## config.mk

```make
export PLATFORM = sky130hd
export DESIGN_NAME = lcd_timing_gen
export DESIGN_NICKNAME = d
export VERILOG_FILES = /design/src/rtl/lcd_timing_gen.sv
export SDC_FILE = /design/constraint.sdc
export NUM_CORES = 1
export LEC_CHECK = 0
export ABC_AREA = 1
export ABC_CLOCK_PERIOD_IN_PS = 2000
export CORE_MARGIN = 2
export CORE_UTILIZATION = 48
export DETAILED_ROUTE_END_ITERATION = 6
export DONT_BUFFER_PORTS = 1
export PLACE_DENSITY = 0.65
export SYNTH_ARGS = -nofsm -noshare
export SYNTH_HDL_FRONTEND = slang
export SYNTH_SLANG_ARGS = --single-unit
export TNS_END_PERCENT = 10
```

## constraint.sdc

```tcl
create_clock -name lcd_pclk -period 2 [get_ports lcd_pclk]
set_input_delay 0.4 -clock lcd_pclk [delete_from_list [all_inputs] [get_ports lcd_pclk]]
set_output_delay 0.4 -clock lcd_pclk [all_outputs]
set_load 0.005 [all_outputs]
```

## src/rtl/lcd_timing_gen.sv

```systemverilog
// lcd_timing_gen: RGB LCD timing generator with a centred input window.
// Produces HS/VS/DE and the panel pixel bus, and issues pixel requests
// REQ_LEAD cycles ahead of display. It also sequences panel reset and
// backlight, and starts/stops only at frame boundaries.
module lcd_timing_gen #(
  parameter int H_SYNC     = 128,
  parameter int H_BACK     = 88,
  parameter int H_DISP     = 800,
  parameter int H_FRONT    = 40,
  parameter int V_SYNC     = 2,
  parameter int V_BACK     = 33,
  parameter int V_DISP     = 480,
  parameter int V_FRONT    = 10,
  parameter int WIN_W      = 640,
  parameter int WIN_H      = 480,
  parameter int REQ_LEAD   = 1,
  parameter bit HS_POL     = 1'b1,
  parameter bit VS_POL     = 1'b1,
  parameter int DATA_W     = 16,
  parameter logic [DATA_W-1:0] BORDER = '0,
  parameter int RST_CYCLES = 1024,
  parameter int CNT_W      = 12
) (
  input  logic              lcd_pclk,
  input  logic              rst_n,
  input  logic              enable,
  input  logic [DATA_W-1:0] pixel_data,
  output logic              data_req,
  output logic [CNT_W-1:0]  req_x,
  output logic [CNT_W-1:0]  req_y,
  output logic              frame_start,
  output logic              lcd_hs,
  output logic              lcd_vs,
  output logic              lcd_de,
  output logic [DATA_W-1:0] lcd_rgb,
  output logic              lcd_clk,
  output logic              lcd_rst,
  output logic              lcd_bl
);

  localparam int H_TOTAL = H_SYNC + H_BACK + H_DISP + H_FRONT;
  localparam int V_TOTAL = V_SYNC + V_BACK + V_DISP + V_FRONT;
  localparam int HA      = H_SYNC + H_BACK;
  localparam int VA      = V_SYNC + V_BACK;
  localparam int X0      = HA + (H_DISP - WIN_W) / 2;
  localparam int Y0      = VA + (V_DISP - WIN_H) / 2;

  // Counter-width copies of every decode boundary
  localparam logic [CNT_W-1:0] H_LAST = CNT_W'(H_TOTAL - 1);
  localparam logic [CNT_W-1:0] V_LAST = CNT_W'(V_TOTAL - 1);
  localparam logic [CNT_W-1:0] HS_END = CNT_W'(H_SYNC);
  localparam logic [CNT_W-1:0] VS_END = CNT_W'(V_SYNC);
  localparam logic [CNT_W-1:0] DE_X0  = CNT_W'(HA);
  localparam logic [CNT_W-1:0] DE_X1  = CNT_W'(HA + H_DISP);
  localparam logic [CNT_W-1:0] DE_Y0  = CNT_W'(VA);
  localparam logic [CNT_W-1:0] DE_Y1  = CNT_W'(VA + V_DISP);
  localparam logic [CNT_W-1:0] WX0    = CNT_W'(X0);
  localparam logic [CNT_W-1:0] WX1    = CNT_W'(X0 + WIN_W);
  localparam logic [CNT_W-1:0] WY0    = CNT_W'(Y0);
  localparam logic [CNT_W-1:0] WY1    = CNT_W'(Y0 + WIN_H);
  localparam logic [CNT_W-1:0] RQ0    = CNT_W'(X0 - REQ_LEAD);
  localparam logic [CNT_W-1:0] RQ1    = CNT_W'(X0 + WIN_W - REQ_LEAD);

  // Power-up counter wide enough to hold RST_CYCLES itself
  localparam int RW = $clog2(RST_CYCLES + 2);
  localparam logic [RW-1:0] RST_END = RW'(RST_CYCLES);
  localparam logic [RW-1:0] RST_PRE = RW'(RST_CYCLES - 1);

  typedef enum logic [1:0] {PWRUP, IDLE, RUN} state_t;

  state_t           state, state_nxt;
  logic [CNT_W-1:0] h_cnt, v_cnt;
  logic [RW-1:0]    rst_cnt;
  logic             bl_seen;
  logic             last_pix;
  logic             run;

  assign lcd_clk  = lcd_pclk;
  assign last_pix = (h_cnt == H_LAST) && (v_cnt == V_LAST);
  assign run      = (state == RUN);
  assign lcd_rst  = (rst_cnt == RST_END);
  // Backlight turns on in the same cycle as the first frame_start
  assign lcd_bl   = bl_seen | frame_start;

  // State register
  always_ff @(posedge lcd_pclk) begin
    if (!rst_n) state <= PWRUP;
    else        state <= state_nxt;
  end

  // Next state: leave PWRUP as the reset counter reaches its end, and
  // only stop after the last pixel of a frame
  always_comb begin
    state_nxt = state;
    case (state)
      PWRUP:   if (rst_cnt >= RST_PRE) state_nxt = IDLE;
      IDLE:    if (enable)             state_nxt = RUN;
      RUN:     if (last_pix && !enable) state_nxt = IDLE;
      default: state_nxt = PWRUP;
    endcase
  end

  // Panel reset timer; saturates at RST_CYCLES
  always_ff @(posedge lcd_pclk) begin
    if (!rst_n)                 rst_cnt <= '0;
    else if (rst_cnt != RST_END) rst_cnt <= rst_cnt + 1'b1;
  end

  // Raster counters; held at 0 outside RUN so every run starts at (0,0)
  always_ff @(posedge lcd_pclk) begin
    if (!rst_n || !run) begin
      h_cnt <= '0;
      v_cnt <= '0;
    end else if (h_cnt == H_LAST) begin
      h_cnt <= '0;
      v_cnt <= (v_cnt == V_LAST) ? '0 : v_cnt + 1'b1;
    end else begin
      h_cnt <= h_cnt + 1'b1;
    end
  end

  // Backlight latch, cleared only by reset
  always_ff @(posedge lcd_pclk) begin
    if (!rst_n)           bl_seen <= 1'b0;
    else if (frame_start) bl_seen <= 1'b1;
  end

  // Output decode from the registered counters; idle values outside RUN
  always_comb begin
    logic de_h, de_v, win_h, win_v, rq_h;
    de_h  = (h_cnt >= DE_X0) && (h_cnt < DE_X1);
    de_v  = (v_cnt >= DE_Y0) && (v_cnt < DE_Y1);
    win_h = (h_cnt >= WX0)   && (h_cnt < WX1);
    win_v = (v_cnt >= WY0)   && (v_cnt < WY1);
    rq_h  = (h_cnt >= RQ0)   && (h_cnt < RQ1);

    lcd_hs      = ~HS_POL;
    lcd_vs      = ~VS_POL;
    lcd_de      = 1'b0;
    lcd_rgb     = '0;
    data_req    = 1'b0;
    req_x       = '0;
    req_y       = '0;
    frame_start = 1'b0;

    if (run) begin
      lcd_hs      = (h_cnt < HS_END) ? HS_POL : ~HS_POL;
      lcd_vs      = (v_cnt < VS_END) ? VS_POL : ~VS_POL;
      lcd_de      = de_h && de_v;
      frame_start = (h_cnt == '0) && (v_cnt == '0);
      if (win_h && win_v) lcd_rgb = pixel_data;
      else if (lcd_de)    lcd_rgb = BORDER;
      if (rq_h && win_v) begin
        data_req = 1'b1;
        req_x    = h_cnt - RQ0;
        req_y    = v_cnt - WY0;
      end
    end
  end

endmodule

```

==> flow_summary.yaml, run 1 <==
critical_path:
  timing.rr.start: "h_cnt[1]"
  reg2reg_slack_ns: 0.30
  worst_ep_arrival_time_ns: 1.67
  critPathMaxFanout: 4
  cp-end-kind: "output port"
  r2r-end: "v_cnt[1]"
  crit_type: "reg -> out"
  rr_worst_depth: 9
  cp.required_ns: 1.60
  startpoint_type: "flop"
clock_network:
  clk_path_buf_depth: 2
  cts_made_buffers: 5
  clockRootBuffer: "clkbuf_8"
  htree_levels: 2
  cts_tree: "built"
  clock-sinks: 38
  cts.clk_slew.worst_paths_ns: 0.07
  cts_hold_buf: 0
  clk_latency_ns: 0.29
placement:
  routabilityCongestion: 0.905
  place_ws_ns: 0.0595
  placed_cell_area_um2: 3200
  dp_hpwl_mm: 5.23
  portBuffers: 0
floorplan:
  die_x_um: 84.7
  io_pins: 67
  core_area_um2: 6310
  start_util_pct: 49.5
  die-area_um2: 7170
  row_count: 29
  die_h_um: 84.7
synthesis:
  yosys_warnings: 0
  syn-cell-area_um2: 3120
  async_flop_share_pct: 0
  synth_ff_type: "dfxtp_1"
  synth_edf_count: 0
  syn_area_per_cell_um2: 6.69
  synthDominantCellAreaShare_pct: 24.4
  syn-instance-count: 467
  synthDistinctLibCells: 35
  yosys.area.top_type: "dfxtp_1"
  yosysSeqAreaShare_pct: 24.4
  synth_commonest_cells: "nand2_1 (104), nor2_1 (64), inv_1 (54), nand3_1 (41), dfxtp_1 (38)"
  ys_top_cells_by_area: "dfxtp_1 (24%), nand2_1 (13%), nor2_4 (12%), nor2_1 (7.7%), nand3_1 (6.6%)"
  synth_most_common_cell: "nand2_1"
  ys_ff_latch: 38
detailed_routing:
  ant_nets: 0
  drt-vias-per-instance: 5.25
  wl_per_cell_um: 13.1
  routed_wirelength_mm: 7.39
  via_count: 2949
  drc: 0
  firstDrtPassIters: 4
  drt_iter0_drc: 140
layout:
  multi_input_area_um2: 2160
  ff_latch_area_um2: 792
  drive_gt1_share_pct: 29.9
  fillers: 613
  final_util_pct: 58.0
  stdcell_area_um2: 3660
  synthToLayoutAreaGrowth_pct: 17.3
  antenna_cells: 0
  fin_nets: 510
timing:
  fin_crit_sh_pct: 104
  post-route-worst-setup-slack_ns: -0.0717
  fmax_ghz: 0.483
  rsz0062_at_grt: "true"
  drv_slew: 0
  setup_viol: 40
  tns_ns: -1.65
  period_needed_ns: 2.07
  whs_ns: 0.226
  hold_viol: 0
  finClkSkew_ns: 0.00429
global_routing:
  grt_antenna_before_repair: 0
  grt_max_degree: 21
  grt_pass1_vias: 2728
  grt_pass1_wl_mm: 12.3
  grt_overflow: 0
  track_usage_pct: 21.0
pwr:
  peakVddDrop_mv: 0.388
  p_leak_nw: 1.41
  powerDensity_nw_per_um2: 422
min_path:
  whs_path_depth: 2
  min_to: "state[0]"
  min_from: "rst_n"
  worst_hold_path_type: "in -> reg"
run:
  max_cap_viol_count: 0
status:
  outcome: "finished with violations"
  violations: "negative setup slack"
==> worst max-delay path by stage <==
stage	cells after the start	endpoint	startpoint
4_1_cts	9	req_x[1]	h_cnt[1]
3_3_place_gp	10	req_y[11]	h_cnt[1]
5_1_grt	11	lcd_de	v_cnt[0]
2_1_floorplan	10	lcd_rgb[10]	v_cnt[0]
6_report	11	lcd_de	v_cnt[0]
3_5_place_dp	10	req_y[11]	h_cnt[1]
==> logic make-up after synthesis <==
family	share of synthesized area [%]
simple gates	46.6
buf+inv	12.9
compound gates	8.25
flops	24.4
xor+xnor	5.33
fa+ha+maj	2.40
other cells	0.120
==> worst max-delay path: stages (launching register included) <==
cell     delay (ns)
dfxtp_2        0.35
ha_4           0.14
inv_2          0.04
nand2_4        0.08
nand3_2        0.08
nand2_4        0.10
nor2_4         0.05
nor2_8         0.13
buf_12         0.14
buf_4          0.11
inv_1          0.04
nor2_2         0.11
==> what timing repair did <==
action	CTS	global route
setup endpoints to repair	40	42
pin swaps	14	4
hold endpoints to repair	0	0
resized for setup	60	17
gates cloned	2	0
buffers inserted	8	1
==> cell usage in the layout, fill, tap and decap left out, types with 4 or more instances in the layout <==
cell type,n
nand2_4,5
dfxtp_1,21
nand2_1,98
buf_4,26
nor2_2,14
nor2_4,41
nand3_1,40
ha_1,4
xor2_1,17
a21oi_1,30
dfxtp_4,4
clkbuf_8,6
o21ai_0,10
nand2_2,7
dfxtp_2,13
nand4_1,10
inv_1,49
inv_2,9
nor2_1,46
==> flip-flops by register name, indices dropped and copies added (netlist names) <==
name and cells:
h_cnt 12, v_cnt 12, rst_cnt 11, state 2
bl_seen 1
==> stage by stage <==
stage | total power, mW | instances
floorplan | 0.901 | 468
global placement | 0.886 | 544
detailed placement | 0.889 | 544
CTS | 1.57 | 561
global route | 1.62 | 562
finish | 1.55 | 562
==> final cells by class <==
cell class / count / share of cell area (%)
Tap cell: 77 / 2.63
Clock buffer: 6 / 2.25
Inverter: 59 / 6.11
Sequential cell: 38 / 21.6
Multi-Input combinational cell: 351 / 58.8
Clock inverter: 1 / 0.820
Timing Repair Buffer: 30 / 7.72
==> per-layer routing <==
metal / vias up / GRT usage [%] / wire length [um]
met5: - / 0 / 0
li1: 1494 / - / -
met3: 17 / 3.93 / 379
met1: 1357 / 26.7 / 3260
met4: 0 / 8.51 / 167
met2: 81 / 35.1 / 3580
==> power by group <==
group	switching (mW)	internal, mW
combinational	0.0669	0.0334
sequential	0.0102	0.763
clock	0.275	0.399
Note: power is estimated with default switching activity, not from simulation.
==> run 2, diff against run 1 <==
--- a/config.mk
+++ b/config.mk
@@ -12,6 +12,7 @@
 export DETAILED_ROUTE_END_ITERATION = 6
 export DONT_BUFFER_PORTS = 1
 export PLACE_DENSITY = 0.65
+export SETUP_SLACK_MARGIN = 0.05
 export SYNTH_ARGS = -nofsm -noshare
 export SYNTH_HDL_FRONTEND = slang
 export SYNTH_SLANG_ARGS = --single-unit
==> run 2 against run 1 <==
The run still ends with negative setup slack left. Utilization up 1.4 points. Global-route usage is 0.26 points lower. Wire length up 2.2%. First-iteration DRC count is 14% lower. Critical path type unchanged. Power is 8.5% higher.
==> flow_summary.yaml, run 2 (same netlist as run 1, synthesis figures left out) <==
floorplan:
  start_util_pct: 49.5
  row_count: 29
  die-area_um2: 7170
  die_h_um: 84.7
  core_area_um2: 6310
  die_x_um: 84.7
  io_pins: 67
clock_network:
  cts_tree: "built"
  htree_levels: 2
  clock-sinks: 38
  cts.clk_slew.worst_paths_ns: 0.08
  clk_path_buf_depth: 2
  clk_latency_ns: 0.30
  cts_made_buffers: 5
  clockRootBuffer: "clkbuf_8"
layout:
  largestRegisters: "h_cnt x12, v_cnt x12, rst_cnt x11"
  synthToLayoutAreaGrowth_pct: 20.1
  layout_commonest_cell: "nand2_1"
  fin_nets: 517
  fin_cells: 570
  mostFrequentLayoutCells: "nand2_1 (98), nor2_1 (48), inv_1 (46)"
  drive_gt1_share_pct: 31.8
  stdcell_area_um2: 3750
  fillers: 607
  final_util_pct: 59.4
  antenna_cells: 0
pwr:
  total_power_mw: 1.68
  p_comb_share_pct: 6.1
  seqPwrFrac_pct: 46.1
  powerDensity_nw_per_um2: 448
  p_sw_mw: 0.381
  peakVddDrop_mv: 0.252
  pwr-share-clk_pct: 47.8
  p_leak_nw: 1.46
  p_sw_share_pct: 22.7
  p_int_mw: 1.30
detailed_routing:
  wl_per_cell_um: 13.2
  drc: 0
  drt-vias-per-instance: 5.20
  via_count: 2963
  drt_iter0_drc: 120
  ant_nets: 0
  routed_wirelength_mm: 7.55
  firstDrtPassIters: 5
min_path:
  worst_hold_path_type: "in -> reg"
global_routing:
  track_usage_pct: 20.8
  grt_pass1_vias: 2633
  grt_pass1_wl_mm: 12.1
  met2_usage_pct: 34.1
  grt_use_met3_pct: 4.13
  grt_antenna_before_repair: 0
  grt_overflow: 0
  grt_max_degree: 21
  top_usage_layer: "met2"
  use_met1_pct: 27.5
placement:
  dp_cells: 543
  dp_hpwl_mm: 5.18
  place_ws_ns: 0.0370
  placed_cell_area_um2: 3200
  routabilityCongestion: 0.859
  portBuffers: 0
status:
  outcome: "finished with violations"
  violations: "negative setup slack"
critical_path:
  cp-end-kind: "output port"
  cp.required_ns: 1.60
  startpoint_type: "flop"
  critPathMaxFanout: 8
  worst_ep_arrival_time_ns: 1.73
  crit_type: "reg -> out"
timing:
  tns_ns: -3.00
  whs_ns: 0.218
  fmax_ghz: 0.470
  hold_viol: 0
  period_needed_ns: 2.13
  setup_viol: 40
  rsz0062_at_grt: "true"
  fin_crit_sh_pct: 106
  drv_slew: 0
  post-route-worst-setup-slack_ns: -0.128
  finClkSkew_ns: 0.00277
run:
  max_cap_viol_count: 0
## run 2: final timing paths
kind              startpoint          to  slack [ns]  cells after the start
hold / removal         rst_n    state[0]        0.22                      2
hold reg to reg      bl_seen     bl_seen        0.49                      2
setup / recovery   h_cnt[10]  lcd_rgb[6]       -0.13                      8
setup reg to reg    h_cnt[1]    v_cnt[1]        0.18                     10
## run 2: power by group through the flow
stage / combinational, mW / sequential, mW / clock (mW)
2_1_floorplan: 0.0753 / 0.794 / 0.0324
3_3_place_gp: 0.0926 / 0.794 / 0
3_5_place_dp: 0.0949 / 0.795 / 0
4_1_cts: 0.0975 / 0.774 / 0.818
5_1_grt: 0.116 / 0.775 / 0.852
6_report: 0.102 / 0.773 / 0.803
## run 2: what timing repair did
| item | CTS | global route |
|---|---|---|
| hold endpoints to repair | 0 | 0 |
| endpoints found under the setup margin | 42 | 53 |
| gates resized for setup | 42 | 40 |
| setup buffers | 14 | 5 |
| gates cloned | 1 | 1 |
| pin swaps | 15 | 14 |
| hold buffers | 0 | 0 |
## run 2: layout make-up
type,instances,area [um^2],area share (%)
multi-input cells,351,2170,57.9
flip-flops and latches,38,790,21.0
repair buffers,37,327,8.71
inverters,59,229,6.10
well taps,77,96.3,2.57
clock buffers,5,68.8,1.83
clock inverters,3,68.8,1.83
## run 2: critical path: stages (launching register included)
cell	delay, ns
dfxtp_1	0.38
inv_2	0.06
nand2_1	0.11
inv_2	0.07
nand2_1	0.14
a21oi_1	0.09
nor2_4	0.24
nand2_4	0.20
nor2_4	0.13
## run 2: metal layers
metal	vias up	wire, um
met2	80	3760
li1	1522	-
met1	1347	3240
met4	0	141
met3	14	402
met5	-	0
